**src/rtl/conf_int_pkg.sv**
```systemverilog
// Shared types and width helpers for the configurable-precision frame accumulator.
package conf_int_pkg;

    typedef enum logic [1:0] {
        IDLE  = 2'd0,
        ACCUM = 2'd1,
        HOLD  = 2'd2
    } state_e;

    function automatic int acc_w(input int dpw, input int acc_len);
        return dpw + 1 + $clog2(acc_len);
    endfunction

    function automatic int cnt_w(input int acc_len);
        return $clog2(acc_len) + 1;
    endfunction

endpackage

```
**src/rtl/conf_int_trunc.sv**
```systemverilog
// Precision mask: clears the low DATA_PATH_BITWIDTH-OP_BITWIDTH bits of an adder sum.
module conf_int_trunc #(
    parameter int OP_BITWIDTH        = 16,
    parameter int DATA_PATH_BITWIDTH = 16
) (
    input  logic [DATA_PATH_BITWIDTH:0] in_data,
    output logic [DATA_PATH_BITWIDTH:0] out_data
);

    localparam int DROP = DATA_PATH_BITWIDTH - OP_BITWIDTH;
    localparam logic [DATA_PATH_BITWIDTH:0] KEEP = {(DATA_PATH_BITWIDTH+1){1'b1}} << DROP;

    assign out_data = in_data & KEEP;

endmodule

```
**src/rtl/conf_int_add_acc__ff.sv**
```systemverilog
// Frame accumulator: sums ACC_LEN precision-masked beats (or fewer on flush) and
// holds the registered sum and beat count until downstream takes it.
module conf_int_add_acc__ff
    import conf_int_pkg::*;
#(
    parameter int OP_BITWIDTH        = 16,
    parameter int DATA_PATH_BITWIDTH = 16,
    parameter int ACC_LEN            = 8,
    localparam int ACC_W             = acc_w(DATA_PATH_BITWIDTH, ACC_LEN),
    localparam int CNT_W             = cnt_w(ACC_LEN)
) (
    input  logic                        clk,
    input  logic                        rst,
    input  logic [DATA_PATH_BITWIDTH:0] in_data,
    input  logic                        in_valid,
    output logic                        in_ready,
    input  logic                        flush,
    output logic [ACC_W-1:0]            out_data,
    output logic [CNT_W-1:0]            out_count,
    output logic                        out_valid,
    input  logic                        out_ready
);

    state_e                      state_q, state_d;
    logic [ACC_W-1:0]            acc_q, acc_d;
    logic [CNT_W-1:0]            count_q, count_d;
    logic [ACC_W-1:0]            out_data_q, out_data_d;
    logic [CNT_W-1:0]            out_count_q, out_count_d;
    logic                        out_valid_q, out_valid_d;

    logic [DATA_PATH_BITWIDTH:0] beat_masked;
    logic                        beat_take;
    logic                        frame_close;
    logic [ACC_W-1:0]            acc_sum;
    logic [CNT_W-1:0]            cnt_inc;

    conf_int_trunc #(
        .OP_BITWIDTH        (OP_BITWIDTH),
        .DATA_PATH_BITWIDTH (DATA_PATH_BITWIDTH)
    ) u_trunc (
        .in_data  (in_data),
        .out_data (beat_masked)
    );

    // in_ready is the only combinational output; HOLD refuses beats, so none
    // can slip in during the cycle the result transfers.
    assign in_ready = ~rst & (state_q != HOLD);

    // Next-state, accumulator and result-register update.
    always_comb begin
        beat_take   = in_valid & in_ready;
        acc_sum     = acc_q + ACC_W'(beat_masked);
        cnt_inc     = count_q + {{(CNT_W-1){1'b0}}, 1'b1};
        frame_close = 1'b0;
        state_d     = state_q;
        acc_d       = acc_q;
        count_d     = count_q;
        out_data_d  = out_data_q;
        out_count_d = out_count_q;
        out_valid_d = out_valid_q;
        case (state_q)
            IDLE, ACCUM: begin
                if (beat_take) begin
                    acc_d   = acc_sum;
                    count_d = cnt_inc;
                end else begin
                    acc_d   = acc_q;
                    count_d = count_q;
                end
                // A lone flush in IDLE has no frame to close.
                frame_close = (beat_take && (cnt_inc == CNT_W'(ACC_LEN)))
                            || (flush && (beat_take || (state_q == ACCUM)));
                if (frame_close) begin
                    state_d     = HOLD;
                    out_data_d  = acc_d;
                    out_count_d = count_d;
                    out_valid_d = 1'b1;
                    acc_d       = {ACC_W{1'b0}};
                    count_d     = {CNT_W{1'b0}};
                end else if (beat_take) begin
                    state_d = ACCUM;
                end else begin
                    state_d = state_q;
                end
            end
            HOLD: begin
                if (out_ready) begin
                    state_d     = IDLE;
                    acc_d       = {ACC_W{1'b0}};
                    count_d     = {CNT_W{1'b0}};
                    out_valid_d = 1'b0;
                end else begin
                    state_d = HOLD;
                end
            end
            default: begin
                state_d     = IDLE;
                acc_d       = {ACC_W{1'b0}};
                count_d     = {CNT_W{1'b0}};
                out_valid_d = 1'b0;
            end
        endcase
    end

    // All state lives here; reset wins over any concurrent beat, flush or transfer.
    always_ff @(posedge clk) begin
        if (rst) begin
            state_q     <= IDLE;
            acc_q       <= {ACC_W{1'b0}};
            count_q     <= {CNT_W{1'b0}};
            out_data_q  <= {ACC_W{1'b0}};
            out_count_q <= {CNT_W{1'b0}};
            out_valid_q <= 1'b0;
        end else begin
            state_q     <= state_d;
            acc_q       <= acc_d;
            count_q     <= count_d;
            out_data_q  <= out_data_d;
            out_count_q <= out_count_d;
            out_valid_q <= out_valid_d;
        end
    end

    assign out_data  = out_data_q;
    assign out_count = out_count_q;
    assign out_valid = out_valid_q;

endmodule

```
**config.mk**
```make
export PLATFORM = sky130hd
export DESIGN_NAME = conf_int_add_acc__ff
export DESIGN_NICKNAME = d
export VERILOG_FILES = /design/src/rtl/conf_int_pkg.sv /design/src/rtl/conf_int_trunc.sv /design/src/rtl/conf_int_add_acc__ff.sv
export SDC_FILE = /design/constraint.sdc
export NUM_CORES = 1
export LEC_CHECK = 0
export ABC_AREA = 1
export CORE_MARGIN = 2
export CORE_UTILIZATION = 57
export CTS_BUF_LIST = sky130_fd_sc_hd__clkbuf_8
export DETAILED_ROUTE_END_ITERATION = 6
export PLACE_DENSITY = 0.79
export REMOVE_ABC_BUFFERS = 1
export SETUP_SLACK_MARGIN = 0.5
export SKIP_CTS_REPAIR_TIMING = 1
export SLEW_MARGIN = 10
export SYNTH_ARGS = -nofsm -noshare
export SYNTH_HDL_FRONTEND = slang
export SYNTH_HIERARCHICAL = 1
export SYNTH_SLANG_ARGS = --single-unit
```
**constraint.sdc**
```tcl
create_clock -name clk -period 2.5 [get_ports clk]
set_input_delay 0.5 -clock clk [delete_from_list [all_inputs] [get_ports clk]]
set_output_delay 0.5 -clock clk [all_outputs]
set_load 0.05 [all_outputs]
```
==> impl_metrics.env, run 1 <==
export IMPL_status="finished, final reports clean"
export IMPL_ant_nets=0
export IMPL_min_path_type="reg -> reg"
export IMPL_worstSetupPathType="reg -> out"
export IMPL_rows=28
export IMPL_netlist_instances=557
export IMPL_tightest_slew_ns=0.5145
export IMPL_drive_above_1_share_pct=20.97
export IMPL_path_depth=1
export IMPL_die_w_microns=82.29
export IMPL_wl_per_cell_microns=15.24
export IMPL_diodes=0
export IMPL_port_buffer_count=47
export IMPL_cts_buffers=5
export IMPL_cts_tree="built"
export IMPL_hold_violations=0
export IMPL_skew_ns=0.009255
export IMPL_cp_start_kind="register"
export IMPL_p_leak_nw=2.427
export IMPL_drc=0
export IMPL_cts_buffer_depth=2
export IMPL_hold_ws_ns=0.4706
export IMPL_p_per_area_nw_per_um2=507.4
export IMPL_synth_top_area_share_pct=29.23
export IMPL_crit_required_ns=2.00
export IMPL_die_h_microns=82.29
export IMPL_setup_viol=0
export IMPL_fin_nets=642
export IMPL_gp_congestion=0.9785
export IMPL_drt_first_iter_violations=299
export IMPL_core_area_sq_um=5921
export IMPL_synth_area_leaders="dfxtp_1 (29%), nand2_1 (19%), a21oi_1 (7.3%), ha_1 (6.8%), nor2_1 (6.4%)"
export IMPL_seq_area_frac_synth_pct=29.23
export IMPL_finalMaxSlewViolations=0
export IMPL_h_tree_depth=2
export IMPL_power_mw=2.352
export IMPL_fin_area_sq_um=4634
export IMPL_slowest_delay_ns=0.81
export IMPL_vias=3639
export IMPL_ys_top_cells_by_count="nand2_1 (181), nor2_1 (60), inv_1 (54)"
export IMPL_crit_arrival_ns=1.47
export IMPL_reg2regPathDepth=12
export IMPL_die_area_sq_um=6771
export IMPL_synth_cell_area_sq_um=3493
export IMPL_antenna_found_initial=0
export IMPL_synth_area_per_cell_sq_um=6.272
export IMPL_root_buffer="clkbuf_8"
export IMPL_grt_usage_pct=28.66
export IMPL_grt_pass1_vias=3297
export IMPL_path_cells="clkdlybuf4s50_1"
export IMPL_max_cap_violations=0
export IMPL_crit_slowest_cell="clkdlybuf4s50_1"
export IMPL_dp_hpwl_microns=6635
export IMPL_fin_crit_sh_pct=78.76
export IMPL_viasPerCell=5.383
export IMPL_min_path_cells=2
export IMPL_cp_end_kind="output pin"
export IMPL_ys_warn_count=6
export IMPL_p_switching_mw=0.9266
export IMPL_grt_overflow=0
export IMPL_synth_seq_cells=51
export IMPL_cts_sinks=51
export IMPL_grt_max_degree=43
export IMPL_grt_pass1_wl_microns=14990
export IMPL_critPathBufInv=1
export IMPL_fmax_ghz=0.5079
export IMPL_post_route_min_period_ns=1.969
export IMPL_num_io_pins=48
export IMPL_dp_slack_ns=-0.1176
export IMPL_synth_async_sr_flop_share_pct=0
export IMPL_area_delta_synth_final_pct=32.66
export IMPL_wirelength_microns=10300
export IMPL_dr_pass1_iters=5
export IMPL_ir_drop_v=0.0004386
export IMPL_cts_clk_slew_worst_paths_ns=0.11
export IMPL_start_util_pct=59.00
export IMPL_synth_cell_types=34
export IMPL_synth_edf_count=0
export IMPL_worstPathMaxFanout=2
export IMPL_intPower_mw=1.425
export IMPL_clock_latency_ns=0.31
export IMPL_swShare_pct=39.40
export IMPL_cpLargestDelayFamily="buffers and inverters"
export IMPL_layout_setup_ws_ns=0.5310
export IMPL_combinationalPowerShare_pct=39.1
export IMPL_relSlewSlack_pct=65.65
export IMPL_yosysMostFrequentCell="nand2_1"
export IMPL_placed_area_sq_um=3980
export IMPL_rsz0062_at_grt="true"
export IMPL_filler_cell_count=436
export IMPL_pwr_share_clk_pct=21.5
export IMPL_synth_main_ff_cell="dfxtp_1"
export IMPL_synth_area_leader_cell="dfxtp_1"
export IMPL_power_frac_seq_pct=39.5
==> power groups by stage <==
| stage | combinational, mW | clock [mW] | sequential, mW |
|---|---|---|---|
| 2_1_floorplan | 0.382 | 0 | 1.05 |
| 3_3_place_gp | 0.757 | 0 | 0.934 |
| 3_5_place_dp | 0.768 | 0 | 0.937 |
| 4_1_cts | 0.771 | 0.510 | 0.919 |
| 5_1_grt | 0.994 | 0.534 | 0.937 |
| 6_report | 0.919 | 0.505 | 0.928 |
==> layer usage <==
| metal | vias up | global-route usage (%) | wire (microns) |
|---|---|---|---|
| li1 | 1826 | - | - |
| met1 | 1691 | 37.80 | 4573 |
| met2 | 107 | 50.00 | 5069 |
| met3 | 15 | 4.239 | 516 |
| met4 | 0 | 5.000 | 141 |
| met5 | - | 0 | 0 |
==> metrics by stage <==
| step | std cells | setup TNS, ns | utilization, % |
|---|---|---|---|
| after floorplan | 523 | 0 | - |
| after global placement | 663 | -0.1643 | 67.22 |
| after detailed placement | 663 | -0.5881 | 67.22 |
| after CTS | 671 | 0 | 68.72 |
| after global routing | 676 | 0 | 78.28 |
| final | 676 | 0 | 78.28 |
==> final cells by class <==
class	count	area, sq um	share of cell area, %
flip-flops and latches	51	1021	22.03
well taps	75	93.84	2.025
inverters	58	232.7	5.022
repair inverters	1	8.758	0.1890
repair buffers	69	725.7	15.66
clock buffers	5	68.82	1.485
clock inverters	3	20.02	0.4320
multi-input cells	414	2464	53.16
==> layout by cell type, fill, tap and decap left out, types with 2 or more instances in the layout <==
cell type / synthesis / routed
or2_1: 2 / 2
nand3_2: 1 / 11
nand2_2: 1 / 20
nand2_4: 3 / 4
o21ai_1: 8 / 11
nor2_4: 3 / 7
xnor2_1: 4 / 4
o21ai_2: 0 / 2
or2_2: 5 / 4
inv_1: 54 / 54
nand3_1: 39 / 29
nor3_2: 1 / 2
nor2_2: 1 / 8
and2_4: 0 / 2
nand3b_1: 2 / 2
o21ai_0: 18 / 13
and2_1: 5 / 3
a21oi_2: 0 / 8
inv_2: 3 / 3
clkbuf_8: 0 / 5
clkdlybuf4s50_1: 0 / 14
nor2_1: 60 / 49
buf_4: 19 / 22
dlymetal6s2s_1: 0 / 32
o22ai_2: 0 / 2
inv_6: 0 / 2
ha_4: 0 / 17
ha_1: 19 / 2
a21oi_1: 51 / 43
or2_0: 2 / 2
nand2_1: 181 / 161
dfxtp_1: 51 / 51
xor2_1: 2 / 2
==> flip-flops by register name, indices dropped and copies added (netlist names) <==
signal	cells
out_count	4
out_data	20
count_q	4
out_valid	1
state_q	2
acc_q	20
==> path summary, 6_finish.rpt <==
check	from	endpoint	slack (ns)
worst max-delay path	out_count[3]	out_count[3]	0.53
worst min-delay path	out_data[1]	out_data[1]	0.47
worst max register to register	acc_q[0]	acc_q[18]	0.57
worst min register to register	out_data[1]	out_data[1]	0.47
==> cells by family after synthesis <==
kind of cell / count (synthesis) / synth area share, %
simple gates: 308 / 37.61
flops: 51 / 29.23
compound gates: 80 / 11.60
fa+ha+maj: 20 / 7.378
xor+xnor: 6 / 1.504
buf+inv: 92 / 12.68
No activity file was read; power rests on OpenSTA's default activity.
==> run 2: changes to the inputs <==
--- a/config.mk
+++ b/config.mk
@@ -7,10 +7,10 @@
 export LEC_CHECK = 0
 export ABC_AREA = 1
 export CORE_MARGIN = 2
-export CORE_UTILIZATION = 57
+export CORE_UTILIZATION = 52
 export CTS_BUF_LIST = sky130_fd_sc_hd__clkbuf_8
 export DETAILED_ROUTE_END_ITERATION = 6
-export PLACE_DENSITY = 0.79
+export PLACE_DENSITY = 0.75
 export REMOVE_ABC_BUFFERS = 1
 export SETUP_SLACK_MARGIN = 0.5
 export SKIP_CTS_REPAIR_TIMING = 1
==> constraint.sdc (replaced) <==
create_clock -name clk -period 1.6 [get_ports clk]
set_input_delay 0.32 -clock clk [delete_from_list [all_inputs] [get_ports clk]]
set_output_delay 0.32 -clock clk [all_outputs]
set_load 0.05 [all_outputs]
==> run 2 against run 1 <==
Clock skew grew 0.0049 ns. Power grew 100%. Highest routed layer unchanged. Sequential power grew 62%. Die area grew 9.1%. The run now ends with design-rule violations, negative setup slack left. Sequential share of layout area shrank 4.5 points. Core utilization grew 18 points. First-iteration DRC count grew to 2.6 times the previous value. Largest cell class unchanged.
==> impl_metrics.env, run 2 (same netlist as run 1, synthesis figures left out) <==
export IMPL_dp_hpwl_microns=7285
export IMPL_drt_first_iter_violations=790
export IMPL_fin_area_sq_um=6188
export IMPL_fin_nets=725
export IMPL_route_met3_wl_microns=2715
export IMPL_final_util_pct=96.36
export IMPL_drc=2
export IMPL_wl_per_cell_microns=25.96
export IMPL_grt_overflow=0
export IMPL_violations="design-rule violations, negative setup slack"
export IMPL_hold_ws_ns=0.5085
export IMPL_filler_cell_count=133
export IMPL_tightest_slew_ns=0.5371
export IMPL_p_per_area_nw_per_um2=764.7
export IMPL_cts_buffer_depth=2
export IMPL_grt_max_degree=43
export IMPL_hold_violations=0
export IMPL_relSlewSlack_pct=64.20
export IMPL_layout_commonest_cell="nand2_1"
export IMPL_core_area_sq_um=6422
export IMPL_max_cap_violations=0
export IMPL_num_io_pins=48
export IMPL_p_leak_nw=2.963
export IMPL_skew_ns=0.01417
export IMPL_gp_congestion=0.9217
export IMPL_finalMaxSlewViolations=0
export IMPL_rsz0062_at_grt="true"
export IMPL_diodes=0
export IMPL_wirelength_microns=19750
export IMPL_port_buffer_count=47
export IMPL_grt_usage_pct=26.57
export IMPL_grt_pass1_wl_microns=15850
export IMPL_post_route_min_period_ns=2.223
export IMPL_antenna_found_initial=0
export IMPL_most_common_layout_cells="nand2_1 (123), buf_4 (74), inv_1 (47)"
export IMPL_area_delta_synth_final_pct=77.15
export IMPL_cts_buffers=5
export IMPL_fmax_ghz=0.4498
export IMPL_viasPerCell=6.778
export IMPL_dr_pass1_iters=7
export IMPL_cts_sinks=51
export IMPL_root_buffer="clkbuf_8"
export IMPL_start_util_pct=54.39
export IMPL_crit_arrival_ns=2.48
export IMPL_die_area_sq_um=7390
export IMPL_status="finished, violations left"
export IMPL_dp_slack_ns=-0.7800
export IMPL_ant_nets=0
export IMPL_top_layer="met4"
export IMPL_placed_area_sq_um=4433
export IMPL_die_h_microns=85.97
export IMPL_grt_pass1_vias=3474
export IMPL_cts_tree="built"
export IMPL_min_path_type="reg -> reg"
export IMPL_power_mw=4.732
export IMPL_layout_setup_ws_ns=-0.6235
export IMPL_fin_crit_sh_pct=139.0
export IMPL_worstSetupPathType="reg -> reg"
export IMPL_die_w_microns=85.97
export IMPL_h_tree_depth=2
export IMPL_worstPathMaxFanout=3
export IMPL_cts_clk_slew_worst_paths_ns=0.11
export IMPL_cp_start_kind="register"
export IMPL_ir_drop_v=0.0007006
export IMPL_setup_viol=50
export IMPL_drive_above_1_share_pct=52.92
export IMPL_clock_latency_ns=0.34
export IMPL_vias=5158
export IMPL_cp_end_kind="register"
export IMPL_met2_length_microns=8492
export IMPL_crit_required_ns=1.86
export IMPL_rows=29
export IMPL_wl_met1_microns=6422
-- run 2: cell types whose count changed in the layout (fill, tap and decap cells not counted), sizes merged --
cell and change:
buf +102, clkbuf +6, clkdlybuf4s50 -10, clkinv +1, dlymetal6s2s -15, inv -1
-- run 2: path summary, 6_finish.rpt --
kind / start / to / slack, ns / depth (start not counted)
worst max-delay path: acc_q[2] / acc_q[18] / -0.62 / 15
worst min-delay path: out_data[1] / out_data[1] / 0.51 / 2
worst max register to register: acc_q[2] / acc_q[18] / -0.62 / 15
worst min register to register: out_data[1] / out_data[1] / 0.51 / 2
-- run 2: metrics by stage --
stage	setup TNS [ns]	instances
floorplan	-9.030	523
global placement	-27.63	720
detailed placement	-29.05	720
CTS	-12.37	728
global route	-16.00	761
finish	-14.30	761
-- run 2: layer usage --
layer	vias up	track usage (%)
li1	1991	-
met2	601	44.89
met5	-	0
met1	2291	34.73
met3	275	5.197
met4	0	6.638
-- run 2: layout make-up --
class	instances	area, sq um	share of cell area [%]
well taps	77	96.34	1.557
flip-flops and latches	51	1087	17.57
clock inverters	3	20.02	0.3235
repair buffers	152	1714	27.70
clock buffers	5	68.82	1.112
multi-input cells	414	2932	47.37
repair inverters	1	11.26	0.1820
inverters	58	259.0	4.185
-- run 2: critical path, stage by stage (launching register included) --
cell and delay [ns]:
dfxtp_2 0.37, ha_4 0.18, buf_4 0.13, nand2_1 0.07
nand2_1 0.12, nand2_1 0.21, nand2_1 0.13, nand2_1 0.15
nand3_4 0.12, nand2_2 0.11, nand2_2 0.06, nand2_2 0.08
nand2_1 0.06, nand2_1 0.11, nand2_1 0.08, a21oi_1 0.15
-- run 2: where the power goes --
part | internal (mW) | switching (mW)
clock network | 0.310 | 0.522
registers | 1.38 | 0.117
logic | 1.03 | 1.37
==> variant 1, RTL diff (flow settings as in run 1) <==
Reset style: asynchronous (`rst`), changed in one clocked block.
--- a/src/rtl/conf_int_add_acc__ff.sv
+++ b/src/rtl/conf_int_add_acc__ff.sv
@@ -103,7 +103,7 @@
     end
 
     // All state lives here; reset wins over any concurrent beat, flush or transfer.
-    always_ff @(posedge clk) begin
+    always_ff @(posedge clk or posedge rst) begin
         if (rst) begin
             state_q     <= IDLE;
             acc_q       <= {ACC_W{1'b0}};
Check against the original RTL: differs if rst is asserted again (counterexample within 4 cycles, from zero or initial values and one cycle with rst high); with rst held inactive, the same outputs for 4 cycles.
==> variant 1 against run 1 <==
Sequential cell count unchanged; count of clock-buffer cells in the layout unchanged; die area increased by 3.0%; final area increased by 0.19%; core utilization decreased by 1.2 points; sequential share of layout area increased by 5.5 points; area after synthesis increased by 3.1%; routed wire length decreased by 12%; cell count decreased by 6.1%; clock skew decreased by 0.0036 ns; highest routed layer unchanged; worst setup slack got worse by 0.0041 ns.
Power is not compared: it rests on default switching activity, and its combinational part moved more than twofold at a synthesized area within 25%.
==> variant 1: results (changes against run 1) <==
- Outcome: completed
- Total CTS buffers: 5 (unchanged)
- Root Buffer: clkbuf_8
- IO buf count: 47 (unchanged)
- Htree depth: 2 (unchanged)
- Synth Area in XOR/XNOR: 0.729% (-0.77 points)
- Pre-CTS setup slack: -0.0429 ns (+0.0747 ns)
- Met2 usage: 43.5% (-6.5 points)
- DR vias: 3374 (-7.3%)
- Met2 WL post-DR: 4390 microns (-13%)
- Met3 Use GR: 3.26% (-0.98 points)
- Number of diodes: 0 (unchanged)
- CP max FO: 2 (unchanged)
- Top sig layer: met4
- Actual slew at the worst max-slew pin: 0.652 ns (+0.137 ns)
- Post-Synth Adder-Cell Area: 7.16% (-0.22 points)
- GPL Wtd Cong: 0.919 (-6.1%)
- GRT Overall Usage: 25.8% (-2.9 points)
- Clock transition at path regs: roughly 0.1 ns
- Worst hold path type: flop to flop
- Distinct cells, synth: 33 (-2.9%)
- Slowest CP cell: clkdlybuf4s50_1
- Number of global-route vias before repair: 3218 (-2.4%)
- Post-DP HPWL: 6430 microns (-3.1%)
- Asr flop ratio synth: 100% (+100 points)
- Layout Nets: 601 (-6.4%)
- Proportion of synthesized area in mux cells: 0.278% (+0.28 points)
- Compound-Gate Fraction of Synth Area: 8.93% (-2.7 points)
- CTS max path bufs: 2 (unchanged)
- Final setup skew: 0.00567 ns (-0.00359 ns)
- First-pass GRT wire length: 14800 microns (-1.2%)
- Antenna violations before repair: 0 (unchanged)
- Delay-heaviest family, CP: buffers and inverters
- Syn. warnings: 6 (unchanged)
- Drt total wl: 9100 microns (-12%)
- Pre-antenna DRT Iters: 5 (unchanged)
- Main synth FF type: dfrtp_1
- Sequential area share after synthesis: 35.4% (+6.2 points)
- Layout cells sized above 1: 19.1% (-1.9 points)
- DRT iter0 DRCs: 186 (-38%)
- Largest net degree at the start of global routing: 52 (+21%)
- DRT met1 WL: 4260 microns (-6.8%)
- Worst VDD drop: around 0.70 mV
- Clock latency at the later pin of the worst-skew pair: 0.31 ns (about the same)
- Met1 Track Usage GR: 36.0% (-1.8 points)
- Leakage Power: around 2.8 nW
- Synth area leaders: dfrtp_1, nand2_1, ha_1
- Commonest cells post-synth: nand2_1, dfrtp_1, inv_1
- Switching Fraction: 49.9%
- Crit-path max cell delay: 0.80 ns
- Metal3 WL: 330 microns (-36%)
[variant 1: final cells by class]
type	instances	area (sq um)
fillers	462	1380
clock buffers	5	68.8
flip-flops and latches	51	1280
well taps	75	93.8
repair buffers	62	694
clock inverters	3	47.5
multi-input cells	386	2260
inverters	53	201
[variant 1: worst paths after layout]
| path | start | endpoint | slack, ns | cells after the start |
|---|---|---|---|---|
| min in group asynchronous | rst | acc_q[11] | 0.75 | 3 |
| worst min-delay path | out_count[2] | out_count[2] | 0.48 | 2 |
| worst max-delay path | out_data[11] | out_data[11] | 0.53 | 1 |
| max in group asynchronous | rst | acc_q[10] | 1.31 | 3 |
| worst min register to register | out_count[2] | out_count[2] | 0.48 | 2 |
| worst max register to register | acc_q[0] | acc_q[18] | 0.63 | 12 |
[variant 1: metrics by stage]
stage	area, sq um	cells	hold WS, ns	TNS, ns
finish	4640	635	0.478	0
global route	4640	635	0.504	0
CTS	4190	632	0.484	0
detailed placement	4080	624	0.459	-0.0624
global placement	4080	624	0.452	0
floorplan	3400	490	0.470	-26.03
[variant 1: power by group through the flow]
stage,Sequential [mW],Combinational (mW),Clock [mW]
global placement,1.36,2.85,0
detailed placement,1.37,2.90,0
finish,1.40,3.30,0.611
CTS,1.36,2.92,0.618
global route,1.45,3.62,0.642
floorplan,1.84,1.53,0
[variant 1: worst reg2reg max path, stage by stage, from the launching register on]
cell     delay [ns]
dfrtp_1        0.43
ha_4           0.18
fa_2           0.38
nand2_1        0.11
nand3_2        0.12
nand2_2        0.12
nand2_2        0.07
nand2_2        0.07
nand2_1        0.05
nand2_1        0.08
nand2_2        0.05
nand2_1        0.05
nand2_1        0.05
==> variant 2, RTL diff (settings of run 1) <==
Without the edit above. `DATA_PATH_BITWIDTH` is set to 16 in 2 places; all go to 32.
--- a/src/rtl/conf_int_trunc.sv
+++ b/src/rtl/conf_int_trunc.sv
@@ -1,7 +1,7 @@
 // Precision mask: clears the low DATA_PATH_BITWIDTH-OP_BITWIDTH bits of an adder sum.
 module conf_int_trunc #(
     parameter int OP_BITWIDTH        = 16,
-    parameter int DATA_PATH_BITWIDTH = 16
+    parameter int DATA_PATH_BITWIDTH = 32
 ) (
     input  logic [DATA_PATH_BITWIDTH:0] in_data,
     output logic [DATA_PATH_BITWIDTH:0] out_data
--- a/src/rtl/conf_int_add_acc__ff.sv
+++ b/src/rtl/conf_int_add_acc__ff.sv
@@ -4,7 +4,7 @@
     import conf_int_pkg::*;
 #(
     parameter int OP_BITWIDTH        = 16,
-    parameter int DATA_PATH_BITWIDTH = 16,
+    parameter int DATA_PATH_BITWIDTH = 32,
     parameter int ACC_LEN            = 8,
     localparam int ACC_W             = acc_w(DATA_PATH_BITWIDTH, ACC_LEN),
     localparam int CNT_W             = cnt_w(ACC_LEN)
Ports: changed (resized in_data and out_data); port bits go from 48 to 80. No check against the original RTL was run, so the function may have changed too.
==> variant 2 against run 1 <==
Total power increased by 80%; cell count is 91% higher; count of clock-buffer cells in the layout grew 5; sequential cell count up 32; area after synthesis is 82% higher; routed wire length is 67% higher; via count rose by 82%; worst setup slack better by 0.11 ns; final area is 76% higher; critical path type is now flop to flop; largest power group is now combinational cells.
==> variant 2: results (changes against run 1) <==
- Cell Pwr Density: 520 nW/um^2 (+2.4%)
- CP startpoint: acc_q[19]
- IO buf count: 63 (+34%)
- WL per Instance: 13.3 microns (-13%)
- Layout cells sized above 1: 16.4% (-4.6 points)
- Clock transition at path regs: 0.09 ns (-0.02 ns)
- Leakage Power: 4.78 nW (+97%)
- Via/cell ratio: 5.13 (-4.8%)
- Worst VDD drop: 0.469 mV (+7.0%)
- Htree depth: 3 (+1)
- Worst Path Arrival: 2.14 ns (+0.67 ns)
- GRT Overall Usage: 28.4% (-0.31 points)
- First-pass GRT wire length: 26900 microns (+79%)
- Actual slew at the worst max-slew pin: 0.591 ns (+0.0762 ns)
- Post-DP HPWL: 12700 microns (+91%)
- Fill cells: 885 (+100%)
- Worst hold start: out_count[3]
- Outcome: completed
- Sequential area share after synthesis: 26.1% (-3.1 points)
- DRT iter0 DRCs: 397 (+33%)
- Total CTS buffers: 9 (+4)
- Final setup skew: 0.00907 ns (-0.000182 ns)
- Post-Syn Area per Cell: 5.98 sq um (-4.6%)
- Commonest cells post-synth: nand2_1, inv_1, nor2_1
- Distinct cells, synth: 39 (+15%)
- Number of global-route vias before repair: 5931 (+80%)
- GPL Wtd Cong: 0.909 (-7.2%)
[variant 2: logic make-up (layout without fill, tap and decap cells)]
family / after synthesis / in the layout / synth area share (%)
buf+inv: 202 / 277 / 14.8
compound gates: 158 / 158 / 13.3
simple gates: 574 / 574 / 37.3
other cells: 1 / 16 / 0.0590
xor+xnor: 9 / 9 / 1.24
fa+ha+maj: 36 / 36 / 7.20
flops: 83 / 83 / 26.1
[variant 2: worst max-delay path, stage by stage, from the launching register on]
cell     delay [ns]
dfxtp_1        0.35
ha_4           0.32
nand2_1        0.13
nor2_2         0.17
nand2_1        0.09
inv_1          0.06
nand2_1        0.08
nand3_1        0.11
nand2_1        0.09
nand3_1        0.08
nand2_1        0.07
o21ai_0        0.14
inv_1          0.06
[variant 2: per-layer routing]
layer / wire length [microns] / track usage (%) / vias to the layer above
met5: 0 / 0 / -
met4: 317 / 9.13 / 0
met3: 787 / 3.85 / 23
met2: 7850 / 45.7 / 149
met1: 8230 / 39.1 / 2981
li1: - / - / 3476
[variant 2: cell type report]
type	count	share of cell area, %
tap	140	2.15
timing repair buffer	124	15.8
inverter	137	6.36
sequential	83	20.5
clock inverter	6	0.997
multi-input combinational	793	52.5
clock buffer	10	1.69
[variant 2: final timing paths]
path                  end  slack, ns  cells after the start
max          out_data[33]       0.64                     12
max reg2reg  out_data[33]       0.64                     12
min          out_count[3]       0.47                      2
min reg2reg  out_count[3]       0.47                      2
[variant 2: report_power, final]
group | switching (mW) | internal [mW] | total (mW)
sequential | 0.0835 | 1.44 | 1.52
clock | 0.514 | 0.583 | 1.10
combinational | 0.993 | 0.630 | 1.62
